`config.mk`:
```
export PLATFORM = sky130hd
export DESIGN_NAME = line_follow_ctrl
export DESIGN_NICKNAME = d
export VERILOG_FILES = /design/src/rtl/line_follow_ctrl.sv
export SDC_FILE = /design/constraint.sdc
export NUM_CORES = 1
export LEC_CHECK = 0
export ABC_AREA = 1
export BUFFER_PORTS_ARGS = -buffer_cell sky130_fd_sc_hd__buf_2
export CAP_MARGIN = 20
export CORE_AREA = 2 2 84 86
export DETAILED_ROUTE_END_ITERATION = 10
export DIE_AREA = 0 0 86 88
export GPL_TIMING_DRIVEN = 0
export PLACE_DENSITY_LB_ADDON = 0.2
export SKIP_LAST_GASP = 1
export SYNTH_ARGS = -nofsm -noshare
export SYNTH_HDL_FRONTEND = slang
export SYNTH_SLANG_ARGS = --single-unit
```
`constraint.sdc`:
```
create_clock -name clk -period 4.1 [get_ports clk]
set_input_delay 0.82 -clock clk [delete_from_list [all_inputs] [get_ports clk]]
set_output_delay 0.82 -clock clk [all_outputs]
set_load 0.05 [all_outputs]
```
`src/rtl/line_follow_ctrl.sv`:
```
// line_follow_ctrl
// ----------------
// Line-follower motor controller. Debounces N_SENS track sensors, steers
// proportionally (gentle turn when the centre sensor still sees the line,
// pivot otherwise), runs a lost-line recovery sequence (hold the last
// command, pivot-search toward the last known side, then stop) and
// forces a stop while an obstacle is latched from the ultrasonic ranger.
//
// Ports
//   clk         system clock
//   rst         synchronous, active-high reset
//   track       raw sensor bits, 1 = line under sensor; [N_SENS-1] is leftmost
//   distance    ultrasonic distance in cm
//   dist_valid  distance is fresh this cycle (single-cycle strobe, no back-pressure)
//   l_mode      left motor mode, registered (0 off, 1 fwd, 2 back, 3 off)
//   r_mode      right motor mode, registered
//   state       FSM state: 0 STOP, 1 FOLLOW, 2 LOST_HOLD, 3 SEARCH, 4 BLOCKED
//   blocked     obstacle latch
module line_follow_ctrl #(
  parameter int N_SENS        = 5,
  parameter int DEBOUNCE      = 4,
  parameter int DIST_W        = 20,
  parameter int STOP_DIST     = 15,
  parameter int HYST          = 5,
  parameter int LOST_HOLD_CYC = 1000,
  parameter int SEARCH_CYC    = 50000
) (
  input  logic              clk,
  input  logic              rst,
  input  logic [N_SENS-1:0] track,
  input  logic [DIST_W-1:0] distance,
  input  logic              dist_valid,
  output logic [1:0]        l_mode,
  output logic [1:0]        r_mode,
  output logic [2:0]        state,
  output logic              blocked
);

  localparam int C      = (N_SENS - 1) / 2;
  localparam int DB_W   = (DEBOUNCE > 1) ? $clog2(DEBOUNCE) : 1;
  localparam int HOLD_W = (LOST_HOLD_CYC > 1) ? $clog2(LOST_HOLD_CYC) : 1;
  localparam int SRCH_W = (SEARCH_CYC > 1) ? $clog2(SEARCH_CYC) : 1;
  localparam int CNT_W  = (C > 0) ? $clog2(C + 1) : 1;

  localparam logic [DB_W-1:0]   DB_LAST   = DB_W'(DEBOUNCE - 1);
  localparam logic [HOLD_W-1:0] HOLD_LAST = HOLD_W'(LOST_HOLD_CYC - 1);
  localparam logic [SRCH_W-1:0] SRCH_LAST = SRCH_W'(SEARCH_CYC - 1);

  // One extra bit so STOP_DIST+HYST can never alias onto a small distance.
  localparam logic [DIST_W:0] SET_LIM = (DIST_W + 1)'(STOP_DIST);
  localparam logic [DIST_W:0] CLR_LIM = (DIST_W + 1)'(STOP_DIST + HYST);

  localparam logic [1:0] M_OFF = 2'd0;
  localparam logic [1:0] M_FWD = 2'd1;
  localparam logic [1:0] M_BWD = 2'd2;

  typedef enum logic [2:0] {
    ST_STOP      = 3'd0,
    ST_FOLLOW    = 3'd1,
    ST_LOST_HOLD = 3'd2,
    ST_SEARCH    = 3'd3,
    ST_BLOCKED   = 3'd4
  } state_e;

  // ---------------------------------------------------------------------
  // Per-sensor debounce: a bit's counter runs only while raw disagrees with
  // the filtered value; the DEBOUNCE-th consecutive disagreeing sample
  // updates the filtered bit.
  // ---------------------------------------------------------------------
  logic [N_SENS-1:0] filt_q;
  logic [DB_W-1:0]   db_cnt_q [N_SENS];

  always_ff @(posedge clk) begin
    if (rst) begin
      filt_q <= '0;
      for (int i = 0; i < N_SENS; i++) db_cnt_q[i] <= '0;
    end else begin
      for (int i = 0; i < N_SENS; i++) begin
        if (track[i] == filt_q[i]) begin
          db_cnt_q[i] <= '0;
        end else if (db_cnt_q[i] == DB_LAST) begin
          filt_q[i]   <= track[i];
          db_cnt_q[i] <= '0;
        end else begin
          db_cnt_q[i] <= db_cnt_q[i] + DB_W'(1);
        end
      end
    end
  end

  // ---------------------------------------------------------------------
  // Obstacle latch with hysteresis; only fresh distance samples move it.
  // ---------------------------------------------------------------------
  logic blocked_q;

  always_ff @(posedge clk) begin
    if (rst) begin
      blocked_q <= 1'b0;
    end else if (dist_valid) begin
      if ({1'b0, distance} < SET_LIM)        blocked_q <= 1'b1;
      else if ({1'b0, distance} >= CLR_LIM)  blocked_q <= 1'b0;
    end
  end

  // ---------------------------------------------------------------------
  // Steering terms from the filtered sensors.
  // ---------------------------------------------------------------------
  logic [CNT_W-1:0] lcnt;
  logic [CNT_W-1:0] rcnt;
  logic             ctr;
  logic             none;

  always_comb begin
    lcnt = '0;
    rcnt = '0;
    for (int i = C + 1; i < N_SENS; i++) lcnt = lcnt + CNT_W'(filt_q[i]);
    for (int i = 0; i < C; i++)          rcnt = rcnt + CNT_W'(filt_q[i]);
    ctr  = filt_q[C];
    none = (filt_q == '0);
  end

  // ---------------------------------------------------------------------
  // Control FSM
  // ---------------------------------------------------------------------
  state_e            state_q, state_d;
  logic [HOLD_W-1:0] hold_q, hold_d;
  logic [SRCH_W-1:0] search_q, search_d;
  logic [1:0]        l_mode_q, l_mode_d;
  logic [1:0]        r_mode_q, r_mode_d;
  logic              last_dir_q, last_dir_d;   // 0 left, 1 right

  always_ff @(posedge clk) begin
    if (rst) begin
      state_q    <= ST_STOP;
      hold_q     <= '0;
      search_q   <= '0;
      l_mode_q   <= M_OFF;
      r_mode_q   <= M_OFF;
      last_dir_q <= 1'b0;
    end else begin
      state_q    <= state_d;
      hold_q     <= hold_d;
      search_q   <= search_d;
      l_mode_q   <= l_mode_d;
      r_mode_q   <= r_mode_d;
      last_dir_q <= last_dir_d;
    end
  end

  // Next state. The obstacle latch pre-empts every state; a reappearing
  // line is tested before the timeouts so it wins on the timeout cycle.
  always_comb begin
    state_d  = state_q;
    hold_d   = hold_q;
    search_d = search_q;
    if (blocked_q) begin
      state_d  = ST_BLOCKED;
      hold_d   = '0;
      search_d = '0;
    end else begin
      case (state_q)
        ST_STOP: begin
          if (!none) state_d = ST_FOLLOW;
        end
        ST_FOLLOW: begin
          if (none) begin
            state_d = ST_LOST_HOLD;
            hold_d  = '0;
          end
        end
        ST_LOST_HOLD: begin
          if (!none) begin
            state_d = ST_FOLLOW;
          end else if (hold_q == HOLD_LAST) begin
            state_d  = ST_SEARCH;
            search_d = '0;
          end else begin
            hold_d = hold_q + HOLD_W'(1);
          end
        end
        ST_SEARCH: begin
          if (!none) begin
            state_d = ST_FOLLOW;
          end else if (search_q == SRCH_LAST) begin
            state_d = ST_STOP;
          end else begin
            search_d = search_q + SRCH_W'(1);
          end
        end
        ST_BLOCKED: begin
          state_d = none ? ST_STOP : ST_FOLLOW;
        end
        default: state_d = ST_STOP;
      endcase
    end
  end

  // Motor modes are registered from the state being entered, so they track
  // the same edge's decision.
  always_comb begin
    l_mode_d   = M_OFF;
    r_mode_d   = M_OFF;
    last_dir_d = last_dir_q;
    case (state_d)
      ST_FOLLOW: begin
        if (lcnt == rcnt) begin
          l_mode_d = M_FWD;
          r_mode_d = M_FWD;
        end else if (lcnt > rcnt) begin
          l_mode_d   = ctr ? M_OFF : M_BWD;
          r_mode_d   = M_FWD;
          last_dir_d = 1'b0;
        end else begin
          l_mode_d   = M_FWD;
          r_mode_d   = ctr ? M_OFF : M_BWD;
          last_dir_d = 1'b1;
        end
      end
      ST_LOST_HOLD: begin
        l_mode_d = l_mode_q;
        r_mode_d = r_mode_q;
      end
      ST_SEARCH: begin
        l_mode_d = last_dir_q ? M_FWD : M_BWD;
        r_mode_d = last_dir_q ? M_BWD : M_FWD;
      end
      default: begin
        l_mode_d = M_OFF;
        r_mode_d = M_OFF;
      end
    endcase
  end

  assign l_mode  = l_mode_q;
  assign r_mode  = r_mode_q;
  assign state   = state_q;
  assign blocked = blocked_q;

endmodule

```
* Yosys cells after proc, flatten, opt, wreduce, memory -nomap -nowiden
Memories as Yosys holds them, arrays and structs flattened.
Index checks and enable logic that the tools add are counted.
** Cells by class
- Add/subtract/negate cells :: 9
- Multiply operators :: 0
- Divide/modulo/power cells :: 0
- Order comparisons :: 3
- Equal/unequal tests :: 26
- Shifts and indexed selects :: 0
- Mux-type cells :: 102
- Bitwise logic cells :: 21
- Reductions and logical operators :: 15
** Operators with widths (count)
- 2-to-1 mux 16 bit :: 4
- 2-to-1 mux 1 bit :: 61
- 2-to-1 mux 2 bit :: 22
- case mux 16 bit (2 select lines) :: 1
- 2-to-1 mux 10 bit :: 3
- 2-to-1 mux 3 bit :: 7
- >= comparator 20 x 5 -> 1 bit (second input constant) :: 1
- less-than comparator 20 x 4 -> 1 bit (second input constant) :: 1
- case mux 10 bit (2 select lines) :: 1
- adder 16 x 1 -> 16 bit (second input constant) :: 1
- == test 16 bit (second input constant) :: 1
- OR 1 bit :: 15
- case mux 3 bit (5 select lines) :: 1
- AND reduction 2 bit :: 7
- == test 3 x 2 -> 1 bit (second input constant) :: 4
- inequality test 2 bit (second input constant) :: 6
- case mux 2 bit (3 select lines) :: 2
- adder 10 x 1 -> 10 bit (second input constant) :: 1
- adder 2 x 1 -> 2 bit (second input constant) :: 5
- == test 10 bit (second input constant) :: 1
- == test 2 bit (second input constant) :: 5
- == test 3 x 1 -> 1 bit (second input constant) :: 2
- inverter 1 bit :: 6
- nonzero test 2 bit :: 3
- other kinds (10) :: 15
** Word-level totals
- Flip-flop bits (word level) :: 40
- Bits in latches :: 0
- RAM bits :: 10
- ROM bits :: 0
- Input bits :: 28
- Logic and storage cells :: 189
- Memories :: 1
** Memories
- db_cnt_q :: depth 5, bits a word 2, read ports 5, clocked after Yosys merged registers in 0, wr ports 5, RTL line 71 : logic [DB_W-1:0] db_cnt_q [N_SENS];

* Depth between registers and ports, before layout
- Depth after elaboration :: 7
- Mapped depth :: 13
- Mapped depth without buffers :: 13

* Least setup slack after synthesis
Ideal clock, no wire load.
- Path type :: flip-flop to flip-flop
- Start point :: register state_q[0] (netlist: state[0])
- End point :: register search_q[3]
- Arrival :: 1.696 ns
- Slack :: 2.284 ns
- Cell stages (with the launch flop) :: 10
- Path buffers :: 2
- Cells stage by stage :: dfxtp_1 inv_2 nor3_2 buf_6 nand3_2 nand2_4 inv_2 buf_6 nor3_2 nor3_1
** On the way
- Word-level cells in the longest chain between the ends :: 3
** Ends and longest elaborated chain
- from (decl) :: RTL line 125 : state_e state_q, state_d;
- from (signal assigned) :: RTL line 141 : state_q <= state_d;
- == test 3 x 2 -> 1 bit :: RTL line 161 : case (state_q)
- inequality test 2 bit (no line) / nonzero test 2 bit (equally long branches)
- AND reduction 5 bit (no line)
- to (signal assigned) :: RTL line 143 : search_q <= search_d;
- to (decl) :: RTL line 127 : logic [SRCH_W-1:0] search_q, search_d;
Several ways; a longest one is shown, not always the timed one.
A chain may end at the register's enable or synchronous reset.

* Worst setup path in the final report
- Start point :: register blocked_q (netlist: blocked)
- End point :: output blocked
** RTL lines
- from (decl) :: RTL line 94 : logic blocked_q;
- from (signal assigned) :: RTL line 98 : blocked_q <= 1'b0;
- from (signal assigned) :: RTL line 100 : if ({1'b0, distance} < SET_LIM) blocked_q <= 1'b1;
- from (signal assigned) :: RTL line 101 : else if ({1'b0, distance} >= CLR_LIM) blocked_q <= 1'b0;
- to (decl) :: RTL line 36 : output logic blocked
No word-level cell between the ends.

==> qor.yml <==
drt:
  wl_mm: 5.85
  drtPass1Iterations: 4
  drt-initial-drc-count: 92
  wl_per_cell_um: 11.2
  drc_errors: 0
  drt.antenna.violating_nets: 0
  via_count: 2592
  vias_per_cell: 4.98
synth:
  synth_most_common_cell: "nand2_1"
  synthesis.instances: 390
  synthArstFlopShare: 0
  ys_seq_elements: 50
  synth_area_um2: 2920
  synth_area_leader_cell: "dfxtp_1"
  synth_edf_count: 10
  yosysWarnings: 0
  ys_types: 40
  synth_commonest_cells: "73 x nand2_1, 50 x nor2_1, 40 x dfxtp_1"
  ys.flop_type: "dfxtp_1"
  synth_area_leaders: "dfxtp_1 27%, edfxtp_1 10%, nand2_1 9.4%"
  syn_area_per_cell_um2: 7.48
  netlist.area_leader.share: 0.274
  ys_seq_area_frac: 0.377
grt:
  antenna_found_initial: 0
  grt_max_degree: 17
  grt_overflow: 0
  grt_pass1_vias: 2413
  track_usage: 0.169
  grt_pass1_wl_mm: 10.5
clock_tree:
  root_buffer: "clkbuf_8"
  cts_tree: "built"
  path_clk_slew_ns: 0.09
  cts_max_level: 2
  ctsResizeCount: 0
  clock_path_buffers: 2
  clkSinkCount: 50
  numCtsBuffers: 5
  hold_buffers: 0
  post_cts_buffers: 0
  clk_latency_ns: 0.30
floorplan:
  pin_count: 36
  dieArea_um2: 7570
  coreArea_um2: 6640
  fp.dieH_um: 88
  die_x_um: 86
  num_rows: 30
  initial_core_util: 0.439
sta:
  timing.fmax_mhz: 533
  fin_skew_ns: 0.0115
  post-route-min-period_ns: 1.88
  finalSetupTns_ns: 0
  setup_viol: 0
  fin_crit_sh: 0.457
  slew_violations: 0
  rsz0062_at_grt: "false"
  hold_violations: 0
worst_setup_path:
  start_kind: "flop"
  cp_max_fo: 4
  slowest_stage: "dfxtp_1"
  criticalPathCategory: "reg -> out"
  required_ns: 3.28
  critical_path.top_delay_family: "flip-flops"
  slowest_delay_ns: 0.45
  crit_buf_inv: 1
  cp.arrival_ns: 1.06
  critical_path.endpoint_type: "output pin"
  crit_chain: "buf_2"
hold_path:
  hold_class: "reg -> reg"
layout:
  antenna_cells: 0
  final_core_util: 0.498
  syn_to_final_growth_pct: 13.5
  drive_gt1_frac: 0.190
  regArea_um2: 1100
  nNetsFinal: 480
  fillCellCount: 644
  multi_input_area_um2: 1600
power_and_ir_drop:
  vdd_drop_max_mv: 0.163
  power_leakage_nw: 1.36
  p_per_area_nw_per_um2: 316
run:
  max_cap_violations: 0
outcome:
  run_status: "completed"
place:
  gp_congestion: 0.892
  place_hpwl_mm: 4.58
  io_buffers: 34
## placed cells by master (no fill, tap or decap), types with 4 or more instances in the layout
cell       n
nor4_1     6
xor2_1     6
xnor2_1    4
nand4_1   11
edfxtp_1  10
nand3_1   19
a21oi_1   37
inv_1     38
dfxtp_1   40
nor2_1    50
nor3_1    10
conb_1    10
nand3b_1   5
ha_1      12
clkbuf_8   5
o211ai_1   5
inv_2      8
nor3_2     4
nand2_1   73
buf_2     34
o21ai_0   13
nand2_2    6
## worst paths after layout
path	startpoint	endpoint	slack, ns	cells past startpoint
min	l_mode[0]	l_mode[0]	0.46	2
max reg2reg	search_q[0]	l_mode[0]	2.27	11
min reg2reg	l_mode[0]	l_mode[0]	0.46	2
max	blocked	blocked	2.22	1
## cell type report
type | instances | area share
multi-input combinational | 293 | 0.483
sequential | 50 | 0.332
inverter | 49 | 0.0574
timing repair buffer | 34 | 0.0514
tap | 80 | 0.0302
clock buffer | 5 | 0.0208
buffer | 7 | 0.0185
clock inverter | 3 | 0.00642
## sequential cells by signal, indices dropped and copies added (netlist names)
signal      count
last_dir_q      1
filt_q          5
l_mode          2
db_cnt_q       10
r_mode          2
search_q       16
hold_q         10
state           3
blocked         1
## power breakdown
part,internal (mW),leakage (nW),switching [mW]
sequential,0.525,0.427,0.0170
combinational,0.0676,0.891,0.144
clock,0.120,0.0441,0.172
total,0.713,1.36,0.333
## layer usage
metal  global-route usage  part of all wire  wire [um]  vias up
met2                0.295              0.48       2780       34
met1                0.216              0.48       2830     1170
met5                    0                 0          0        -
li1                     -                 -          -     1382
met3               0.0302             0.030        175        6
met4               0.0418            0.0094         55        0
## cells by family (layout without fill, tap and decap cells)
group                    Yosys count  count (layout)  share of synthesized area
flip-flops                        50              50                      0.377
buffers and inverters             56              98                     0.0862
adder cells (fa/ha/maj)           12              12                     0.0515
other                              1              10                    0.00129
AND/OR/NAND/NOR                  197             197                      0.331
AO/OA/AOI/OAI                     64              64                      0.123
XOR/XNOR                          10              10                     0.0300
## metrics by stage
stage / power [mW] / cell area (um2) / instances / setup WS [ns] / hold slack, ns
3_5_place_dp: 0.766 / 3220 / 513 / 2.10 / 0.439
4_1_cts: 1.06 / 3310 / 521 / 2.18 / 0.462
5_1_grt: 1.10 / 3310 / 521 / 2.10 / 0.479
2_1_floorplan: 0.713 / 2950 / 399 / 2.28 / 0.460
6_report: 1.05 / 3310 / 521 / 2.22 / 0.455
3_3_place_gp: 0.762 / 3220 / 513 / 2.12 / 0.442
No activity file was read; power rests on OpenSTA's default activity.
